`config.mk`:
```
export PLATFORM = sky130hd
export DESIGN_NAME = branch_resolve_array
export DESIGN_NICKNAME = d
export VERILOG_FILES = /design/src/rtl/branch_resolve_array.sv
export SDC_FILE = /design/constraint.sdc
export NUM_CORES = 2
export LEC_CHECK = 0
export ABC_CLOCK_PERIOD_IN_PS = 32600
export CAP_MARGIN = 30
export CORE_AREA = 2 2 409 411
export CTS_CLUSTER_SIZE = 8
export DETAILED_ROUTE_END_ITERATION = 8
export DIE_AREA = 0 0 411 413
export PLACE_DENSITY = 0.63
export SYNTH_ARGS = -nofsm -noshare
export SYNTH_HDL_FRONTEND = slang
export SYNTH_SLANG_ARGS = --single-unit
```
`constraint.sdc`:
```
create_clock -name clk_i -period 32.6 [get_ports clk_i]
set_input_delay 3.26 -clock clk_i [delete_from_list [all_inputs] [get_ports clk_i]]
set_output_delay 3.26 -clock clk_i [all_outputs]
set_load 0.02 [all_outputs]
```
`src/rtl/branch_resolve_array.sv`:
```
// Multi-channel branch resolution: per-channel target, mispredict and exception evaluation
// with older-first kill, registered results and a resolution FIFO toward the frontend.
module branch_resolve_array #(
    parameter int unsigned NR_CH = 2,
    parameter int unsigned VLEN  = 64,
    parameter int unsigned DOM_W = 4,
    parameter int unsigned DEPTH = 4
) (
    input  logic                   clk_i,
    input  logic                   rst_ni,
    input  logic                   flush_i,
    input  logic [DOM_W-1:0]       curdom_i,
    input  logic [NR_CH-1:0]       valid_i,
    output logic                   ready_o,
    input  logic [NR_CH-1:0]       op_branch_i,
    input  logic [NR_CH-1:0]       op_regjump_i,
    input  logic [NR_CH-1:0]       op_domchg_i,
    input  logic [NR_CH-1:0]       comp_res_i,
    input  logic [NR_CH-1:0]       compressed_i,
    input  logic [NR_CH*VLEN-1:0]  pc_i,
    input  logic [NR_CH*VLEN-1:0]  operand_a_i,
    input  logic [NR_CH*VLEN-1:0]  imm_i,
    input  logic [NR_CH*DOM_W-1:0] target_dom_i,
    input  logic [NR_CH*3-1:0]     pred_cf_i,
    input  logic [NR_CH*VLEN-1:0]  pred_addr_i,
    output logic [NR_CH-1:0]       result_valid_o,
    output logic [NR_CH*VLEN-1:0]  result_o,
    output logic [NR_CH-1:0]       ex_valid_o,
    output logic [NR_CH*VLEN-1:0]  ex_tval_o,
    output logic                   mispredict_o,
    output logic [VLEN-1:0]        redirect_pc_o,
    output logic [DOM_W-1:0]       redirect_dom_o,
    output logic                   res_valid_o,
    input  logic                   res_ready_i,
    output logic [VLEN-1:0]        res_pc_o,
    output logic [VLEN-1:0]        res_target_o,
    output logic                   res_taken_o,
    output logic                   res_mispredict_o,
    output logic [2:0]             res_cf_o,
    output logic [DOM_W-1:0]       res_dom_o,
    output logic [31:0]            mispredict_cnt_o
);
    localparam int unsigned AW = $clog2(DEPTH);
    localparam int unsigned CW = AW + 1;

    localparam logic [2:0] CfNoCf   = 3'd0;
    localparam logic [2:0] CfBranch = 3'd1;
    localparam logic [2:0] CfJump   = 3'd2;
    localparam logic [2:0] CfJumpR  = 3'd3;
    localparam logic [2:0] CfReturn = 3'd4;

    logic [VLEN-1:0]  w_pc       [NR_CH];
    logic [VLEN-1:0]  w_base     [NR_CH];
    logic [VLEN-1:0]  w_tgt      [NR_CH];
    logic [VLEN-1:0]  w_next_pc  [NR_CH];
    logic [VLEN-1:0]  w_resolved [NR_CH];
    logic [2:0]       w_pcf      [NR_CH];
    logic [2:0]       w_cf       [NR_CH];
    logic [DOM_W-1:0] w_dom      [NR_CH];
    logic [AW-1:0]    w_idx      [NR_CH];
    logic [NR_CH-1:0] w_taken, w_mis, w_exc, w_alive, w_push;
    logic [CW-1:0]    w_push_cnt;
    logic             w_accept, w_killed, w_pop, w_mis_any;
    logic [VLEN-1:0]  w_redir_pc;
    logic [DOM_W-1:0] w_redir_dom;

    logic [VLEN-1:0]  r_f_pc     [DEPTH];
    logic [VLEN-1:0]  r_f_tgt    [DEPTH];
    logic [DEPTH-1:0] r_f_taken, r_f_mis;
    logic [2:0]       r_f_cf     [DEPTH];
    logic [DOM_W-1:0] r_f_dom    [DEPTH];
    logic [AW-1:0]    r_wptr, r_rptr;
    logic [CW-1:0]    r_count;
    logic [NR_CH-1:0] r_res_valid, r_ex_valid;
    logic [VLEN-1:0]  r_result   [NR_CH];
    logic [VLEN-1:0]  r_tval     [NR_CH];
    logic             r_mis;
    logic [VLEN-1:0]  r_redir_pc;
    logic [DOM_W-1:0] r_redir_dom;
    logic [31:0]      r_mis_cnt;

    assign ready_o = (CW'(DEPTH) - r_count) >= CW'(NR_CH);
    assign w_pop   = res_valid_o & res_ready_i;

    always_comb begin
        w_accept    = ready_o & ~flush_i;
        w_killed    = 1'b0;
        w_push_cnt  = '0;
        w_mis_any   = 1'b0;
        w_redir_pc  = '0;
        w_redir_dom = '0;
        for (int ch = 0; ch < NR_CH; ch++) begin
            w_pc[ch]       = pc_i[ch*VLEN +: VLEN];
            w_pcf[ch]      = pred_cf_i[ch*3 +: 3];
            w_base[ch]     = op_regjump_i[ch] ? operand_a_i[ch*VLEN +: VLEN] : w_pc[ch];
            w_tgt[ch]      = (w_base[ch] + imm_i[ch*VLEN +: VLEN]) & ~(VLEN'(op_regjump_i[ch]));
            w_next_pc[ch]  = w_pc[ch] + (compressed_i[ch] ? VLEN'(2) : VLEN'(4));
            w_taken[ch]    = ~op_branch_i[ch] | comp_res_i[ch];
            w_resolved[ch] = w_taken[ch] ? w_tgt[ch] : w_next_pc[ch];
            w_mis[ch]      = 1'b0;
            w_cf[ch]       = CfJump;
            if (op_branch_i[ch]) begin
                w_mis[ch] = comp_res_i[ch] != (w_pcf[ch] == CfBranch);
                w_cf[ch]  = CfBranch;
            end else if (op_regjump_i[ch]) begin
                w_mis[ch] = (w_pcf[ch] == CfNoCf) | (w_tgt[ch] != pred_addr_i[ch*VLEN +: VLEN]);
                w_cf[ch]  = (w_pcf[ch] == CfReturn) ? CfReturn : CfJumpR;
            end
            w_dom[ch]   = (op_domchg_i[ch] & w_mis[ch]) ? target_dom_i[ch*DOM_W +: DOM_W]
                                                         : curdom_i;
            w_exc[ch]   = valid_i[ch] & w_taken[ch] & w_tgt[ch][0];
            w_alive[ch] = valid_i[ch] & w_accept & ~w_killed;
            w_push[ch]  = w_alive[ch] & ~w_exc[ch];
            w_idx[ch]   = r_wptr + w_push_cnt[AW-1:0];
            w_push_cnt  = w_push_cnt + CW'(w_push[ch]);
            // Only the kill point can be a surviving mispredict; younger channels die here.
            if (w_push[ch] & w_mis[ch]) begin
                w_mis_any   = 1'b1;
                w_redir_pc  = w_resolved[ch];
                w_redir_dom = w_dom[ch];
            end
            if (w_alive[ch] & (w_mis[ch] | w_exc[ch])) w_killed = 1'b1;
        end
    end

    always_ff @(posedge clk_i) begin
        if (!rst_ni) begin
            r_wptr      <= '0;
            r_rptr      <= '0;
            r_count     <= '0;
            r_res_valid <= '0;
            r_ex_valid  <= '0;
            r_mis       <= 1'b0;
            r_redir_pc  <= '0;
            r_redir_dom <= '0;
            r_f_taken   <= '0;
            r_f_mis     <= '0;
            for (int i = 0; i < DEPTH; i++) begin
                r_f_pc[i]  <= '0;
                r_f_tgt[i] <= '0;
                r_f_cf[i]  <= '0;
                r_f_dom[i] <= '0;
            end
            for (int ch = 0; ch < NR_CH; ch++) begin
                r_result[ch] <= '0;
                r_tval[ch]   <= '0;
            end
        end else if (flush_i) begin
            r_wptr      <= '0;
            r_rptr      <= '0;
            r_count     <= '0;
            r_res_valid <= '0;
            r_ex_valid  <= '0;
            r_mis       <= 1'b0;
        end else begin
            r_res_valid <= w_alive & ~w_exc;
            r_ex_valid  <= w_alive & w_exc;
            r_mis       <= w_mis_any;
            if (w_mis_any) begin
                r_redir_pc  <= w_redir_pc;
                r_redir_dom <= w_redir_dom;
            end
            for (int ch = 0; ch < NR_CH; ch++) begin
                if (w_alive[ch]) begin
                    r_result[ch] <= w_next_pc[ch];
                    r_tval[ch]   <= w_pc[ch];
                end
                if (w_push[ch]) begin
                    r_f_pc[w_idx[ch]]    <= w_pc[ch];
                    r_f_tgt[w_idx[ch]]   <= w_resolved[ch];
                    r_f_taken[w_idx[ch]] <= w_taken[ch];
                    r_f_mis[w_idx[ch]]   <= w_mis[ch];
                    r_f_cf[w_idx[ch]]    <= w_cf[ch];
                    r_f_dom[w_idx[ch]]   <= w_dom[ch];
                end
            end
            r_wptr  <= r_wptr + w_push_cnt[AW-1:0];
            r_rptr  <= r_rptr + AW'(w_pop);
            r_count <= r_count + w_push_cnt - CW'(w_pop);
        end
    end

    // Counts pulses already presented, so a flush arriving alongside one still counts it.
    always_ff @(posedge clk_i) begin
        if (!rst_ni) begin
            r_mis_cnt <= '0;
        end else if (r_mis && (r_mis_cnt != '1)) begin
            r_mis_cnt <= r_mis_cnt + 32'd1;
        end
    end

    always_comb begin
        result_o  = '0;
        ex_tval_o = '0;
        for (int ch = 0; ch < NR_CH; ch++) begin
            result_o[ch*VLEN +: VLEN]  = r_result[ch];
            ex_tval_o[ch*VLEN +: VLEN] = r_tval[ch];
        end
    end

    assign result_valid_o   = r_res_valid;
    assign ex_valid_o       = r_ex_valid;
    assign mispredict_o     = r_mis;
    assign redirect_pc_o    = r_redir_pc;
    assign redirect_dom_o   = r_redir_dom;
    assign mispredict_cnt_o = r_mis_cnt;
    assign res_valid_o      = r_count != '0;
    assign res_pc_o         = r_f_pc[r_rptr];
    assign res_target_o     = r_f_tgt[r_rptr];
    assign res_taken_o      = r_f_taken[r_rptr];
    assign res_mispredict_o = r_f_mis[r_rptr];
    assign res_cf_o         = r_f_cf[r_rptr];
    assign res_dom_o        = r_f_dom[r_rptr];
endmodule
```
======== Word level (Yosys, flattened, before mapping) ========
Memories as Yosys holds them, arrays and structs flattened. A register that Yosys moved wholly into a read port is not among the register bits.
Index checks and enable logic that the tools add are counted.
cells by class
  $lt $le $gt $ge ......................... 6
  add/sub/neg operators ................... 12
  equal/unequal tests ..................... 9
  reductions and logical operators ........ 16
  bitwise gates (word level) .............. 39
  multiplexer cells ....................... 94
operators with widths
  kind                     count
  $mux W64                 14
  $reduce_or A64 Y1        4
  $add A64 B3 Y64          2
  $add A64 B64 Y64         2
  $and A64 B64 Y64         2
  $ne A64 B64 Y1           2
  $not A1 Y64              2
  $mux W4                  14
  $mux W1                  36
  $add A32 B1 Y32 const B  1
  $ne A32 B32 Y1 const B   1
  $mux W3                  10
  $mux W2                  12
  $and A1 B1 Y1            16
  $bwmux W4                4
  $lt A2 B3 Y1 const B     3
  $or A1 B1 Y1             9
  $reduce_or A4 Y1         2
  $not A1 Y1               7
  $eq A3 B1 Y1 const B     2
  $eq A3 B3 Y1 const B     2
  $logic_not A3 Y1         2
  $reduce_or A3 Y1         2
  $add A2 B1 Y2            2
  other kinds (16)         23
word-level totals
  logic and storage cells ................. 193
  memories kept ........................... 6
  input bits .............................. 546
  output and inout bits ................... 500
  memory bits (writable) .................. 796
  register bits after elaboration ......... 120
memory list
  name      words  bits a word  rd ports  clocked after memory_dff  write ports  line  text
  r_f_pc    4      64           1         1                         4            67    logic [VLEN-1:0] r_f_pc [DEPTH];
  r_f_tgt   4      64           1         1                         4            68    logic [VLEN-1:0] r_f_tgt [DEPTH];
  r_result  2      64           2         0                         2            75    logic [VLEN-1:0] r_result [NR_CH];
  r_tval    2      64           2         0                         2            76    logic [VLEN-1:0] r_tval [NR_CH];
  r_f_dom   4      4            1         1                         4            71    logic [DOM_W-1:0] r_f_dom [DEPTH];
  r_f_cf    4      3            1         1                         4            70    logic [2:0] r_f_cf [DEPTH];

======== Logic depth before layout (Yosys ltp) ========
  depth after elaboration ................. 19
  gate-level depth with buffers ........... 28

======== Worst setup path before layout ========
OpenSTA, ideal clock, no wires.
  kind .................................... input port to flip-flop
  start ................................... input port valid_i[0]
  end ..................................... memory r_result[0][10], enable pin
  setup slack ............................. 19.599 ns
  stages .................................. 2
  data arrival time ....................... 12.212 ns
  setup time .............................. 0.788 ns
  path buffers ............................ 0
  cells stage by stage .................... nand2_1 -> o21ai_0
RTL lines
  what             line  text
  start, declared  13    input logic [NR_CH-1:0] valid_i,
  end, declared    75

==> impl_results.md <==
* Actual slew at the worst max-slew pin at 1.28 ns
* Post-synthesis average cell area at about 9.6 um2
* Setup TNS at 0 ns
* Ys async rst share at 0%
* Chip height at around 410 um
* Post-Syn Instances at a little over 6000
* Total CTS buffers at about 130
* Setup Skew at ~0.026 ns
* RD Place Congestion at about 1
* RSZ-0062 raised after global routing: false
* YS warnings at 0
* Antenna violations before repair at 22
* Power Dens Cells at roughly 56 mW/mm2
* Nets@finish at about 7700
* Post-CTS Setup Bufs at 0
* Core ar. at ~0.17 mm2
* Clk_lat worst skew at between 0.7 and 0.8 ns
* Largest vdd supply drop at roughly 0.059 mV
* Area grow syn2layout at 28.5%
* Final Cell Area at roughly 0.076 mm2
* Vias in the first global route at ~54000
* Buffers on Ports at 1045
* DR vias/cell at between 6 and 7
* Synthesized flop and latch total at slightly above 900
* CTS tree: built
* Setup crit end kind: register
* Post-DP Area at 0.0713 mm2
* Die Span X at 411 um
* Worst Path Class, Setup: in -> reg
* Worst-path clk slew at ~0.07 ns
* Cts hold-fix bufs at 0
* Slew margin rel. at 14.9%
* Placed insts at ~9000
* Period utilisation layout at between 30% and 40%
* Syn nets at 6839
* Reg2Reg Depth at 15
* Final Routed Wirelength at roughly 310 mm
* Pre-antenna DRT Iters at 6
* WP data arrival at 12.02 ns
* Iteration-0 DRC Markers at 7391
* Pin count of the biggest net entering global routing at 243
* Lkg Pwr at between 20 and 30 nW
* CTS H-tree lvls at 4
* Wire per inst at around 34 um
* Flop-to-flop setup slack at 26.70 ns
* Reg2reg end: r_f_pc[2][18]
* Count of pins over their slew limit at 0
* Fin cells at between 9000 and 10000
* Filler Cell Count at between 15000 and 20000
* R2R Path Start: r_count[1]
* Crit path required time at roughly 33 ns
* Initial Util at roughly 35%
* Max-Cap Viols at 0
* Critical Path Source: pc_i[24]
* Post-CTS Resized at 0
* Min-delay worst type: reg -> reg
* Die area at between 0.15 and 0.2 mm2
* Routed via count at about 57000
* Num Clock Sinks at roughly 910
* Final setup viols at 0
* CP Capture Point: r_f_pc[2][18]
* CP max FO at 73
* GRT overflow at 0
* CP Launch Type: input pin
* Drt drc at 0
* # IOs at 1046
* Fmax at 85.7 MHz
* HPWL Detailed at between 200 and 250 mm
* Clock tree buffer depth at 3
* Min Tclk post-route at about 12 ns
* Share of cells above drive strength 1 at a little under a tenth
* Final hold violations at 0
* Mapped cell area at between 0.05 and 0.06 mm2
* GRT Overall Usage at between 30% and 40%
* Register area share after synthesis at between 40% and 50%
* CTS root buffer: clkbuf_16
* Status: complete, no violations
* Site Rows at 150
* Netlist cell types at 98
* Most used DFF post-synth: edfxtp_1
* EDFF count, synth at about 790
* Antenna Nets Post-Route at 0
* First-pass GRT wire length at between 400 and 500 mm
[worst min-delay path by stage]
stage | from | to | cells after the start
after global routing | redirect_pc_o[23] | redirect_pc_o[23] | 2
final | redirect_pc_o[23] | redirect_pc_o[23] | 2
after CTS | redirect_pc_o[23] | redirect_pc_o[23] | 2
after detailed placement | redirect_pc_o[23] | redirect_pc_o[23] | 2
after floorplan | r_f_mis[3] | r_f_mis[3] | 2
after global placement | redirect_pc_o[23] | redirect_pc_o[23] | 2
[power by group]
group	total, W	internal, W	switching [W]
sequential	0.00146	0.00141	0.0000464
clock	0.00135	0.000789	0.000559
combinational	0.00142	0.000498	0.000922
total	0.00422	0.00270	0.00153
[placed cells by master, fill, tap and decap left out, types with 70 or more instances in the layout]
cell / netlist / layout
nand3_1: 425 / 422
and2_1: 120 / 120
nor3_1: 83 / 82
xnor2_1: 234 / 234
xor2_1: 136 / 136
nor2_1: 614 / 612
inv_1: 115 / 113
mux2_2: 71 / 71
a21oi_1: 338 / 338
a31o_2: 70 / 70
clkbuf_1: 346 / 84
ha_1: 141 / 141
clkbuf_16: 0 / 137
o21ai_0: 676 / 675
nand4_1: 242 / 242
buf_4: 4 / 110
nand2_1: 508 / 507
mux4_2: 137 / 137
edfxtp_1: 794 / 794
dfxtp_1: 120 / 118
clkdlybuf4s50_1: 0 / 1042
[layout make-up]
cell class	count	area [um2]	area share [%]
repair buffers	1185	11800	15.6
clock inverters	18	254	0.336
diodes	11	27.5	0.0364
flip-flops and latches	914	26300	34.7
well taps	2204	2760	3.65
multi-input cells	4617	30300	40.1
clock buffers	222	3760	4.97
inverters	119	454	0.601
[flip-flops by register name, indices dropped and copies added (netlist names), 12 cells and up]
name / cells
r_f_dom: 16
r_f_pc: 256
r_result: 126
r_tval: 128
r_f_tgt: 256
mispredict_cnt_o: 32
r_f_cf: 12
redirect_pc_o: 64
[cells by family (layout without fill, tap and decap cells)]
group	Yosys count	after routing	synth area share, %
AO/OA/AOI/OAI	1561	1561	16.0
XOR/XNOR	388	388	6.21
adder cells (fa/ha/maj)	146	146	3.17
buffers and inverters	616	1544	4.11
flip-flops	914	914	44.6
multiplexers	235	235	7.07
other	0	11	0
AND/OR/NAND/NOR	2287	2287	18.8
[critical path, cell delays in order]
cell	delay [ns]
clkdlybuf4s50_1	0.83
mux2_2	0.54
ha_1	0.46
a21o_1	0.26
a31oi_1	0.26
a21boi_0	0.97
o221a_2	0.48
o21a_1	0.27
or3_1	0.21
a21oi_1	0.09
a311oi_1	0.43
nand4_1	0.30
or4_1	0.55
o21ai_2	0.14
buf_4	0.29
nand3_4	0.69
nand3b_1	0.40
buf_4	0.58
buf_4	0.84
[synthesized netlist by cell type, types with 136 or more instances]
| cell type | instances | area (um2) |
|---|---|---|
| mux4_2 | 137 | 3090 |
| nand3_1 | 425 | 2130 |
| ha_1 | 141 | 1760 |
| edfxtp_1 | 794 | 23800 |
| nor2_1 | 614 | 2300 |
| xor2_1 | 136 | 1190 |
| clkbuf_1 | 346 | 1300 |
| o21ai_0 | 676 | 3380 |
| a21oi_1 | 338 | 1690 |
| nand2_1 | 508 | 1910 |
| xnor2_1 | 234 | 2050 |
| nand4_1 | 242 | 1510 |
[per-layer routing]
metal,share of wire (%),track usage (%),up-vias
met5,0.029,0,-
met2,45,56.0,3628
met4,6.6,20.4,14
met3,9.7,7.34,609
met1,38,45.2,28236
li1,-,-,24612
[per-stage QoR]
| step | utilization, % | total power (W) | worst slack, ns | hold slack [ns] |
|---|---|---|---|---|
| 5_1_grt | 45.5 | 0.00433 | 20.68 | 0.481 |
| 3_3_place_gp | 42.8 | 0.00286 | 20.13 | 0.455 |
| 4_1_cts | 45.4 | 0.00421 | 21.13 | 0.468 |
| 3_5_place_dp | 43.0 | 0.00287 | 20.34 | 0.458 |
| 6_report | 45.6 | 0.00422 | 20.94 | 0.466 |
| 2_1_floorplan | - | 0.00217 | 19.60 | 0.469 |
No activity file was read; power rests on OpenSTA's default activity.
